--- src/rtl/mac_tap_sequencer_if.sv ---
// Bus bundle between mac_tap_sequencer, its weight/activation buffers, the MAC and the output writer.
interface mac_tap_sequencer_if #(
   parameter int unsigned ADDR_W = 4
);
   logic              start;
   logic [ADDR_W-1:0] w_base;
   logic [ADDR_W-1:0] x_base;
   logic [ADDR_W-1:0] w_addr;
   logic [ADDR_W-1:0] x_addr;
   logic [7:0]        w_data;
   logic [7:0]        x_data;
   logic              mem_stall;
   logic              mac_clear;
   logic              mac_active;
   logic [7:0]        mac_val1;
   logic [7:0]        mac_val2;
   logic [7:0]        mac_val_out;
   logic              busy;
   logic [7:0]        result;
   logic              result_valid;
   logic              result_ready;

   modport master (
      input  start, w_base, x_base, w_data, x_data, mem_stall, mac_val_out, result_ready,
      output w_addr, x_addr, mac_clear, mac_active, mac_val1, mac_val2, busy, result,
             result_valid
   );

   modport slave (
      output start, w_base, x_base, w_data, x_data, mem_stall, mac_val_out, result_ready,
      input  w_addr, x_addr, mac_clear, mac_active, mac_val1, mac_val2, busy, result,
             result_valid
   );
endinterface

--- src/rtl/mac_tap_sequencer.sv ---
// Streams TAPS weight/activation pairs from two sync-read buffers into the MAC, then holds its output.
// Build option: define MAC_SEQ_STALL_EN to let mem_stall freeze the tap walk during RUN.
module mac_tap_sequencer #(
   parameter int unsigned TAPS   = 9,
   parameter int unsigned ADDR_W = 4
) (
   input  logic                clk,
   input  logic                rst,
   mac_tap_sequencer_if.master bus
);
   localparam int unsigned      DATA_W   = 8;
   localparam int unsigned      CNT_W    = $clog2(TAPS + 1);
   localparam logic [CNT_W-1:0] LAST_TAP = CNT_W'(TAPS - 1);

   typedef enum logic [2:0] {IDLE, CLEAR, RUN, CAPTURE, HOLD} state_t;

   state_t            state_q, state_d;
   logic [CNT_W-1:0]  tap_q, tap_d;
   logic [ADDR_W-1:0] w_base_q, w_base_d;
   logic [ADDR_W-1:0] x_base_q, x_base_d;
   logic [ADDR_W-1:0] w_addr_q, w_addr_d;
   logic [ADDR_W-1:0] x_addr_q, x_addr_d;
   logic [DATA_W-1:0] result_q, result_d;
   logic              mac_clear_q;
   logic              run_q;
   logic              busy_q;
   logic              result_valid_q;
   logic              stall_c;

`ifdef MAC_SEQ_STALL_EN
   assign stall_c = bus.mem_stall & run_q;
`else
   logic stall_unused;
   assign stall_unused = bus.mem_stall;
   assign stall_c      = 1'b0;
`endif

   // Next state; addresses run one tap ahead because buffer data lags the address by a cycle.
   always_comb begin
      state_d  = state_q;
      tap_d    = tap_q;
      w_base_d = w_base_q;
      x_base_d = x_base_q;
      w_addr_d = w_addr_q;
      x_addr_d = x_addr_q;
      result_d = result_q;
      case (state_q)
         IDLE: begin
            if (bus.start) begin
               w_base_d = bus.w_base;
               x_base_d = bus.x_base;
               w_addr_d = bus.w_base;
               x_addr_d = bus.x_base;
               tap_d    = '0;
               state_d  = CLEAR;
            end
         end
         CLEAR: begin
            tap_d    = '0;
            w_addr_d = w_base_q + ADDR_W'(1);
            x_addr_d = x_base_q + ADDR_W'(1);
            state_d  = RUN;
         end
         RUN: begin
            if (!stall_c) begin
               if (tap_q == LAST_TAP) begin
                  state_d = CAPTURE;
               end else begin
                  tap_d    = tap_q + CNT_W'(1);
                  w_addr_d = w_addr_q + ADDR_W'(1);
                  x_addr_d = x_addr_q + ADDR_W'(1);
               end
            end
         end
         CAPTURE: begin
            result_d = bus.mac_val_out;
            state_d  = HOLD;
         end
         HOLD: begin
            if (bus.result_ready) state_d = IDLE;
         end
         default: state_d = IDLE;
      endcase
   end

   // State and registered outputs, decoded from the next state so they align with it.
   always_ff @(posedge clk) begin
      if (rst) begin
         state_q        <= IDLE;
         tap_q          <= '0;
         w_base_q       <= '0;
         x_base_q       <= '0;
         w_addr_q       <= '0;
         x_addr_q       <= '0;
         result_q       <= '0;
         mac_clear_q    <= 1'b0;
         run_q          <= 1'b0;
         busy_q         <= 1'b0;
         result_valid_q <= 1'b0;
      end else begin
         state_q        <= state_d;
         tap_q          <= tap_d;
         w_base_q       <= w_base_d;
         x_base_q       <= x_base_d;
         w_addr_q       <= w_addr_d;
         x_addr_q       <= x_addr_d;
         result_q       <= result_d;
         mac_clear_q    <= (state_d == CLEAR);
         run_q          <= (state_d == RUN);
         busy_q         <= (state_d != IDLE);
         result_valid_q <= (state_d == HOLD);
      end
   end

   // Operands pass straight through so the MAC sees buffer data in the cycle it arrives.
   assign bus.w_addr       = w_addr_q;
   assign bus.x_addr       = x_addr_q;
   assign bus.mac_clear    = mac_clear_q;
   assign bus.mac_active   = run_q & ~stall_c;
   assign bus.mac_val1     = run_q ? bus.w_data : '0;
   assign bus.mac_val2     = run_q ? bus.x_data : '0;
   assign bus.busy         = busy_q;
   assign bus.result       = result_q;
   assign bus.result_valid = result_valid_q;

endmodule

--- src/flat_wrapper.sv ---
// flat-port wrapper written by rule: the top's interface ports become plain ports
module mac_tap_sequencer_flat 
#(
   parameter int unsigned TAPS   = 9,
   parameter int unsigned ADDR_W = 4
)
  (clk, rst, bus_start, bus_w_base, bus_x_base, bus_w_data, bus_x_data, bus_mem_stall, bus_mac_val_out, bus_result_ready, bus_w_addr, bus_x_addr, bus_mac_clear, bus_mac_active, bus_mac_val1, bus_mac_val2, bus_busy, bus_result, bus_result_valid);
  mac_tap_sequencer_if #(.ADDR_W(ADDR_W)) bus_i ();
  input  logic clk;
  input  logic rst;
  input wire logic [$bits(bus_i.start)-1:0] bus_start;
  input wire logic [$bits(bus_i.w_base)-1:0] bus_w_base;
  input wire logic [$bits(bus_i.x_base)-1:0] bus_x_base;
  input wire logic [$bits(bus_i.w_data)-1:0] bus_w_data;
  input wire logic [$bits(bus_i.x_data)-1:0] bus_x_data;
  input wire logic [$bits(bus_i.mem_stall)-1:0] bus_mem_stall;
  input wire logic [$bits(bus_i.mac_val_out)-1:0] bus_mac_val_out;
  input wire logic [$bits(bus_i.result_ready)-1:0] bus_result_ready;
  output wire logic [$bits(bus_i.w_addr)-1:0] bus_w_addr;
  output wire logic [$bits(bus_i.x_addr)-1:0] bus_x_addr;
  output wire logic [$bits(bus_i.mac_clear)-1:0] bus_mac_clear;
  output wire logic [$bits(bus_i.mac_active)-1:0] bus_mac_active;
  output wire logic [$bits(bus_i.mac_val1)-1:0] bus_mac_val1;
  output wire logic [$bits(bus_i.mac_val2)-1:0] bus_mac_val2;
  output wire logic [$bits(bus_i.busy)-1:0] bus_busy;
  output wire logic [$bits(bus_i.result)-1:0] bus_result;
  output wire logic [$bits(bus_i.result_valid)-1:0] bus_result_valid;
  assign bus_i.start = bus_start;
  assign bus_i.w_base = bus_w_base;
  assign bus_i.x_base = bus_x_base;
  assign bus_i.w_data = bus_w_data;
  assign bus_i.x_data = bus_x_data;
  assign bus_i.mem_stall = bus_mem_stall;
  assign bus_i.mac_val_out = bus_mac_val_out;
  assign bus_i.result_ready = bus_result_ready;
  assign bus_w_addr = bus_i.w_addr;
  assign bus_x_addr = bus_i.x_addr;
  assign bus_mac_clear = bus_i.mac_clear;
  assign bus_mac_active = bus_i.mac_active;
  assign bus_mac_val1 = bus_i.mac_val1;
  assign bus_mac_val2 = bus_i.mac_val2;
  assign bus_busy = bus_i.busy;
  assign bus_result = bus_i.result;
  assign bus_result_valid = bus_i.result_valid;
  mac_tap_sequencer #(.TAPS(TAPS), .ADDR_W(ADDR_W)) u_core (.clk(clk), .rst(rst), .bus(bus_i));
endmodule
--- config.mk ---
export PLATFORM = sky130hd
export DESIGN_NAME = mac_tap_sequencer_flat
export DESIGN_NICKNAME = d
export VERILOG_FILES = /design/src/rtl/mac_tap_sequencer_if.sv /design/src/rtl/mac_tap_sequencer.sv /design/src/flat_wrapper.sv
export SDC_FILE = /design/constraint.sdc
export NUM_CORES = 1
export LEC_CHECK = 0
export CORE_MARGIN = 4
export CORE_UTILIZATION = 46
export CTS_CLUSTER_DIAMETER = 100
export DETAILED_ROUTE_END_ITERATION = 10
export PLACE_DENSITY = 0.82
export SETUP_SLACK_MARGIN = 0.1
export SLEW_MARGIN = 25
export SYNTH_ARGS = -nofsm -noshare
export SYNTH_HDL_FRONTEND = slang
export SYNTH_SLANG_ARGS = --single-unit
--- constraint.sdc ---
create_clock -name clk -period 6.2 [get_ports clk]
set_clock_uncertainty 0.2 [all_clocks]
set_input_delay 1.24 -clock clk [delete_from_list [all_inputs] [get_ports clk]]
set_output_delay 1.24 -clock clk [all_outputs]
set_load 0.05 [all_outputs]
==> metrics.log, run 1 <==
INFO  metric outcome = complete, no violations
INFO  metric min_path_type = register to register
INFO  metric floorplan.core_area = 0.00372 mm^2
INFO  metric met3_wirelength = 286 um
INFO  metric synthFlopType = dfxtp_1
INFO  metric cp-end-kind = output port
INFO  metric dieArea = 0.00495 mm^2
INFO  metric routed_wire_length_per_instance = 14.0 um
INFO  metric layout.nets = 314
INFO  metric chipWidth = 70.3 um
INFO  metric final.setup.tns = 0 ns
INFO  metric design.portCount = 73
INFO  metric r2r.worst_path.cells = 7
INFO  metric vias = 1,708
INFO  metric worst_path_largest_cell_delay = 0.80 ns
INFO  metric dr.max_layer_used = met4
INFO  metric layout.area.seq = 701 um^2
INFO  metric antenna-diode-count = 0
INFO  metric report.final.slew_viol_count = 0
INFO  metric power.share.clock = 28.4%
INFO  metric drt_drc_violations_left = 0
INFO  metric r2r_setup_slack = 3.57 ns
INFO  metric clk_pin_slew = 0.07 ns
INFO  metric syn_avg_cell_area = 8.63 um^2
INFO  metric maxCapViolCount = 0
INFO  metric fin_crit = 4.06 ns
INFO  metric yosysUniqueCellTypes = 37
INFO  metric power.density_cell_area = 246 mW/mm^2
INFO  metric multi_input_area = 991 um^2
INFO  metric ys.warnings.count = 0
INFO  metric first_pass_grt_wire_length = 7390 um
INFO  metric tightestPinTransition = 0.825 ns
INFO  metric pwr-share-comb = 30.5%
INFO  metric start_util = 48.1%
INFO  metric maximum_number_of_pins_on_one_net_before_global_route_repair = 37
INFO  metric tritoncts = done
INFO  metric slew_headroom = 44.8%
INFO  metric number_of_antenna_violations_at_the_first_check_in_global_routing = 0
INFO  metric die_height = 70.3 um
INFO  metric critical_path.max_fanout = 1
INFO  metric netlist_instances = 207
INFO  metric cts_inserted_buffers = 5
INFO  metric dr.pass1.iters = 4
INFO  metric yosys_register_bits = 35
INFO  metric row_count = 22
INFO  metric layout_worst_path_cycle_share = 65.5%
INFO  metric leakage = 1.01 nW
INFO  metric gp_routability_congestion = 0.770
INFO  metric timing_worst_setup_path_type = primary input to output port
INFO  metric detail_route.wirelength = 4500 um
INFO  metric timing.rr.end = u_core.bus.w_addr[2]$_SDFFE_PP0P_
INFO  metric cts-resized-gates = 0
INFO  metric sequential_element_share_of_the_synthesized_area = 39.2%
INFO  metric p_int = 0.422 mW
INFO  metric wl_met2 = 2180 um
INFO  metric r2r-start = u_core.state_q[1]$_SDFF_PP0_
INFO  metric wl_met1 = 1980 um
INFO  metric clk_latency = 0.28 ns
INFO  metric drt.antenna.violating_nets = 0
INFO  metric numPortBuffers = 71
INFO  metric number_of_enable_flip_flop_cells_after_synthesis = 0
INFO  metric cts_setup_buffers = 0
INFO  metric fin_worst_hold_slack = 0.270 ns
INFO  metric timing.critical_path.cells = clkdlybuf4s50_1, and2_1, clkdlybuf4s50_1
INFO  metric layout.filler_cells = 305
INFO  metric drt_iter0_drc = 81
INFO  metric critical_path.startpoint_type = primary input
INFO  metric drive_gt1_share = 6.57%
INFO  metric cts_stage_hold_buffer_count = 0
INFO  metric vias_per_cell = 5.30
INFO  metric power_switching_share = 33.7%
INFO  metric worst_ep_required_time = 4.76 ns
INFO  metric cp_data_arrival_time = 2.62 ns
INFO  metric grt_usage = 18.5%
INFO  metric max-vdd-ir-drop = 0.188 mV
INFO  metric htreeDepth = 2
INFO  metric critPathMostFrequentCell = clkdlybuf4s50_1
INFO  metric cpMaxStageDelayCell = clkdlybuf4s50_1
INFO  metric power.share.sequential = 41.0%
INFO  metric dp.final_hpwl = 3250 um
INFO  metric async_reset_ff_share = 0%
INFO  metric hold_viol = 0
INFO  metric rsz0062_at_grt = no
INFO  metric cp-endpoint = bus_mac_val2[3]
INFO  metric first_global_vias = 1,602
INFO  metric grt_remaining_overflow = 0
INFO  metric clk_path_buf_depth = 2
INFO  metric cts_root_buf = clkbuf_8
INFO  metric report.final.setup_viol = 0
INFO  metric synth.net_count = 248
INFO  metric startpoint = bus_x_data[3]
INFO  metric cts_num_sinks = 35
INFO  metric syn-cell-area = 0.00179 mm^2
INFO  metric power.switching = 0.215 mW
INFO  metric flow.area_growth_from_synthesis = 44.7%
INFO  metric max_freq = 246 MHz
## power groups by stage
stage,Sequential [mW],Clock (mW),Combinational [mW]
finish,0.261,0.181,0.195
global route,0.264,0.193,0.209
detailed placement,0.266,0,0.195
global placement,0.266,0,0.192
floorplan,0.298,0,0.0974
CTS,0.261,0.184,0.196
## cell usage in the layout, fill, tap and decap left out, types with 2 or more instances in the layout
cell type	netlist	layout
clkdlybuf4s50_1	0	71
dfxtp_1	35	35
nand2_1	27	27
nor2_1	24	24
a21oi_1	19	19
and2_1	17	17
mux2i_1	9	9
nor3b_1	9	9
clkbuf_8	0	7
nand3_1	6	6
a211oi_1	5	5
ha_1	4	4
nand3b_1	3	3
a311oi_1	3	3
nor3_1	3	3
inv_1	2	2
mux2_2	2	2
xnor2_1	2	2
or2_2	2	2
xor2_1	2	2
nor4b_2	2	2
nand2b_1	2	2
o41ai_1	2	2
o21ai_0	2	2
buf_4	0	2
## per-stage QoR
stage          util [%]  power [mW]  setup slack [ns]  instance area [um^2]  cells
3_5_place_dp       66.9       0.462              2.13                  2480    314
2_1_floorplan         -       0.395              3.11                  1790    207
3_3_place_gp       66.9       0.458              2.15                  2480    314
5_1_grt            69.6       0.666              2.08                  2580    322
4_1_cts            69.6       0.642              2.13                  2580    322
6_report           69.6       0.637              2.14                  2580    322
## layout make-up
cell class / instances / share of cell area (%)
sequential: 35 / 27.1
multi-input combinational: 156 / 38.3
inverter: 2 / 0.290
timing repair buffer: 73 / 28.1
clock buffer: 8 / 3.87
tap: 48 / 2.32
## cells in the mapped netlist (all sizes together) (3+ instances only)
library cell | n | area (um^2)
dfxtp | 35 | 701
mux2i | 9 | 90.1
nor3 | 4 | 25.0
a21oi | 19 | 95.1
nor3b | 10 | 80.1
a211oi | 5 | 37.5
ha | 4 | 50.1
nand2 | 27 | 101
nor2 | 24 | 90.1
nand3 | 6 | 30.0
buf | 9 | 68.8
nand3b | 3 | 22.5
a311oi | 3 | 26.3
clkbuf | 5 | 18.8
and2 | 17 | 106
## kinds of logic (layout without fill, tap and decap cells)
| kind of cell | count (synthesis) | count (layout) | share of synthesized area (%) |
|---|---|---|---|
| compound gates | 37 | 37 | 14.5 |
| fa+ha+maj | 4 | 4 | 2.80 |
| mux | 11 | 11 | 6.30 |
| simple gates | 100 | 100 | 29.9 |
| flops | 35 | 35 | 39.2 |
| xor+xnor | 4 | 4 | 1.96 |
| buf+inv | 16 | 83 | 5.32 |
## registers in the layout, indices dropped and copies added (netlist names)
signal                   flops
u_core.bus.mac_clear         1
u_core.w_base_q              4
u_core.bus.result            8
u_core.bus.result_valid      1
u_core.bus.x_addr            4
u_core.bus.w_addr            4
u_core.x_base_q              4
u_core.state_q               3
u_core.bus.mac_active        1
u_core.tap_q                 4
u_core.bus.busy              1
## worst max-delay path, delay by kind of cell
kind	cells	cell delay, ns
buffers and inverters	2	1.25
and+or+nand+nor	1	0.12
## worst min path at each step
| stage | startpoint | endpoint | slack, ns | cells after the start |
|---|---|---|---|---|
| 2_1_floorplan | u_core.tap_q[3]$_SDFFE_PP0P_ | u_core.tap_q[3]$_SDFFE_PP0P_ | 0.24 | 1 |
| 3_3_place_gp | u_core.x_base_q[3]$_SDFFE_PP0P_ | u_core.x_base_q[3]$_SDFFE_PP0P_ | 0.26 | 2 |
| 3_5_place_dp | u_core.x_base_q[3]$_SDFFE_PP0P_ | u_core.x_base_q[3]$_SDFFE_PP0P_ | 0.26 | 2 |
| 5_1_grt | u_core.x_base_q[1]$_SDFFE_PP0P_ | u_core.x_base_q[1]$_SDFFE_PP0P_ | 0.30 | 2 |
| 6_report | u_core.x_base_q[3]$_SDFFE_PP0P_ | u_core.x_base_q[3]$_SDFFE_PP0P_ | 0.27 | 2 |
| 4_1_cts | u_core.x_base_q[3]$_SDFFE_PP0P_ | u_core.x_base_q[3]$_SDFFE_PP0P_ | 0.27 | 2 |
## metal layers
layer | vias up | global-route usage (%)
met1 | 800 | 23.4
met4 | 0 | 6.17
met5 | - | 0
li1 | 848 | -
met2 | 53 | 30.2
met3 | 7 | 4.75
(Power assumes the default switching activity.)
==> run 2: changes to the inputs <==
--- a/config.mk
+++ b/config.mk
@@ -6,10 +6,10 @@
 export NUM_CORES = 1
 export LEC_CHECK = 0
 export CORE_MARGIN = 4
-export CORE_UTILIZATION = 46
+export CORE_UTILIZATION = 43
 export CTS_CLUSTER_DIAMETER = 100
 export DETAILED_ROUTE_END_ITERATION = 10
-export PLACE_DENSITY = 0.82
+export PLACE_DENSITY = 0.77
 export SETUP_SLACK_MARGIN = 0.1
 export SLEW_MARGIN = 25
 export SYNTH_ARGS = -nofsm -noshare
==> constraint.sdc (replaced) <==
create_clock -name clk -period 4 [get_ports clk]
set_clock_uncertainty 0.2 [all_clocks]
set_input_delay 0.8 -clock clk [delete_from_list [all_inputs] [get_ports clk]]
set_output_delay 0.8 -clock clk [all_outputs]
set_load 0.05 [all_outputs]
==> run 2 against run 1 <==
Sequential cell count did not move. Count of clock-buffer cells in the layout down 1. Via count shrank 1.1%. Non-clock buffer count stayed put. Combinational power up 54%. Utilization shrank 5.3 points. Highest routed layer unchanged. Worst hold slack gained 0.0018 ns. Global-route usage is 1.6 points lower. Sequential power grew 55%.
==> metrics.log, run 2 (synthesized netlist as in run 1, its figures left out) <==
INFO  metric max_freq = 315 MHz
INFO  metric power.density_cell_area = 370 mW/mm^2 (+50%)
INFO  metric power.switching = 0.330 mW (+54%)
INFO  metric outcome = complete, no violations
INFO  metric clk_pin_slew = 0.07 ns (about the same)
INFO  metric dpl-instance-area = 0.00249 mm^2 (+0.10%)
INFO  metric cts_inserted_buffers = 5 (unchanged)
INFO  metric clk_path_buf_depth = 2 (unchanged)
INFO  metric max-vdd-ir-drop = 0.297 mV (+58%)
INFO  metric final_common_cell = clkdlybuf4s50_1
INFO  metric rsz0062_at_grt = no
INFO  metric leakage = 1.00 nW (-0.92%)
INFO  metric cpMaxStageDelayCell = clkdlybuf4s50_1
INFO  metric critical_path.max_fanout = 1 (unchanged)
INFO  metric power.share.sequential = 42.6% (+1.6 points)
INFO  metric chipWidth = 72.5 um (+3.0%)
INFO  metric cts_root_buf = clkbuf_8
INFO  metric fin_crit = 3.18 ns
INFO  metric first_global_vias = 1,512 (-5.6%)
INFO  metric grt_remaining_overflow = 0 (unchanged)
INFO  metric floorplan.core_area = 0.00400 mm^2 (+7.6%)
INFO  metric htreeDepth = 2 (unchanged)
INFO  metric vias_per_cell = 5.21 (-1.7%)
INFO  metric timing.critical_path.cells = clkdlybuf4s50_1, and2_1, clkdlybuf4s50_1
INFO  metric instances_no_fill = 324 (+0.62%)
INFO  metric r2r-start = u_core.state_q[1]$_SDFF_PP0_
INFO  metric dpl.cell_count = 316 (+0.64%)
INFO  metric gp_routability_congestion = 0.797 (+3.5%)
INFO  metric vias = 1,689 (-1.1%)
INFO  metric grt_usage = 16.8% (-1.6 points)
INFO  metric drt.antenna.violating_nets = 0 (unchanged)
INFO  metric layout.nets = 314 (unchanged)
INFO  metric worst_path_largest_cell_delay = 0.80 ns (about the same)
INFO  metric cp-end-kind = output port
INFO  metric fin_area = 0.00257 mm^2 (-0.63%)
INFO  metric power = 0.950 mW (+49%)
INFO  metric r2r_setup_slack = 1.38 ns (-2.19 ns)
INFO  metric drt_iter0_drc = 53 (-35%)
INFO  metric layout.filler_cells = 364 (+19%)
INFO  metric worstHoldStart = u_core.x_base_q[3]$_SDFFE_PP0P_
INFO  metric r2r.worst_path.cells = 6 (-1)
INFO  metric clk_latency = 0.28 ns (about the same)
INFO  metric slew_headroom = 40.4% (-4.4 points)
INFO  metric post-route-util = 64.2% (-5.3 points)
INFO  metric worstSetupPathDepth = 3 (unchanged)
INFO  metric cts-resized-gates = 0 (unchanged)
INFO  metric cp_num_buf_inv = 2 (unchanged)
INFO  metric dp.final_hpwl = 3240 um (-0.28%)
INFO  metric pwr-share-comb = 31.6% (+1.1 points)
INFO  metric worst_ep_required_time = 3.00 ns (-1.76 ns)
INFO  metric critical_path.startpoint_type = primary input
INFO  metric power_switching_share = 34.8% (+1.1 points)
INFO  metric timing.rr.end = u_core.bus.w_addr[2]$_SDFFE_PP0P_
INFO  metric routed_wire_length_per_instance = 13.8 um (-1.4%)
INFO  metric cp_top_family = buffers and inverters
INFO  metric layout_worst_path_cycle_share = 79.4%
INFO  metric cts_setup_buffers = 0 (unchanged)
INFO  metric design.portCount = 73 (unchanged)
INFO  metric p_int = 0.620 mW (+47%)
INFO  metric maximum_number_of_pins_on_one_net_before_global_route_repair = 25 (-32%)
INFO  metric start_util = 44.7% (-3.4 points)
INFO  metric dieArea = 0.00525 mm^2 (+6.2%)
INFO  metric number_of_antenna_violations_at_the_first_check_in_global_routing = 0 (unchanged)
INFO  metric mostFrequentLayoutCells = 71 x clkdlybuf4s50_1, 35 x dfxtp_1, 27 x nand2_1
INFO  metric maxCapViolCount = 0 (unchanged)
INFO  metric drt_drc_violations_left = 0 (unchanged)
INFO  metric drive_gt1_share = 6.20% (-0.36 points)
INFO  metric first_pass_grt_wire_length = 6980 um (-5.5%)
INFO  metric tightestPinTransition = 0.891 ns (+0.0659 ns)
INFO  metric flow.area_growth_from_synthesis = 43.8%
INFO  metric largest_register_ffs = 8 (unchanged)
INFO  metric cp_data_arrival_time = 2.18 ns (-0.44 ns)
INFO  metric die_height = 72.5 um (+3.0%)
INFO  metric report.final.slew_viol_count = 0 (unchanged)
INFO  metric tritoncts = done
INFO  metric numPortBuffers = 71 (unchanged)
INFO  metric row_count = 23 (+4.5%)
INFO  metric dr.pass1.iters = 4 (unchanged)
INFO  metric detail_route.wirelength = 4470 um (-0.76%)
INFO  metric power.share.clock = 25.8% (-2.6 points)
INFO  metric hold_path_end = u_core.x_base_q[3]$_SDFFE_PP0P_
INFO  metric min_path_type = register to register
INFO  metric timing_worst_setup_path_type = primary input to output port
INFO  metric cts_stage_hold_buffer_count = 0 (unchanged)
INFO  metric report.final.setup_viol = 0 (unchanged)
INFO  metric antenna-diode-count = 0 (unchanged)
INFO  metric hold_depth = 2 (unchanged)
INFO  metric cts_num_sinks = 35 (unchanged)
INFO  metric final.setup.tns = 0 ns (unchanged)
INFO  metric hold_viol = 0 (unchanged)
INFO  metric critPathMostFrequentCell = clkdlybuf4s50_1
-- run 2: changes by cell type in the layout (fill, tap and decap cells not counted) --
cell	previous run	this run
clkbuf_1	1	2
clkbuf_8	7	5
clkinv_2	0	1
-- run 2: per-layer routing --
layer	wire length [um]	global-route usage [%]
met1	1990	21.7
met2	2100	27.3
met3	332	4.57
met4	40	5.53
met5	0	0
-- run 2: power by group through the flow --
stage	Clock, mW	Sequential [mW]	Combinational, mW
floorplan	0	0.461	0.151
detailed placement	0	0.412	0.302
global route	0.266	0.410	0.323
global placement	0	0.412	0.299
finish	0.245	0.405	0.301
CTS	0.252	0.405	0.303
-- run 2: final cells by class --
cell class / instances / area, um^2 / share of cell area, %
Inverter: 2 / 7.51 / 0.292
Tap cell: 50 / 62.6 / 2.44
Clock inverter: 1 / 5.00 / 0.195
Timing Repair Buffer: 73 / 726 / 28.3
Multi-Input combinational cell: 156 / 991 / 38.6
Clock buffer: 7 / 76.3 / 2.97
Sequential cell: 35 / 701 / 27.3
-- run 2: worst max path at each step --
stage	slack, ns	startpoint	to
2_1_floorplan	1.64	u_core.bus.mac_active$_SDFF_PP0_	bus_mac_val1[0]
3_3_place_gp	0.83	bus_x_data[6]	bus_mac_val2[6]
3_5_place_dp	0.82	bus_x_data[1]	bus_mac_val2[1]
4_1_cts	0.82	bus_x_data[1]	bus_mac_val2[1]
5_1_grt	0.78	bus_x_data[1]	bus_mac_val2[1]
6_report	0.82	bus_x_data[1]	bus_mac_val2[1]
-- run 2: stage by stage --
stage	hold slack [ns]	setup slack [ns]
after floorplan	0.239	1.64
after global placement	0.257	0.833
after detailed placement	0.263	0.824
after CTS	0.273	0.818
final	0.271	0.825
after global routing	0.307	0.780
-- run 2: worst min-delay path: cells and delay by family (launching register included) --
kind	cells	cell delay [ns]
flops	1	0.32
compound gates	1	0.05
simple gates	1	0.05
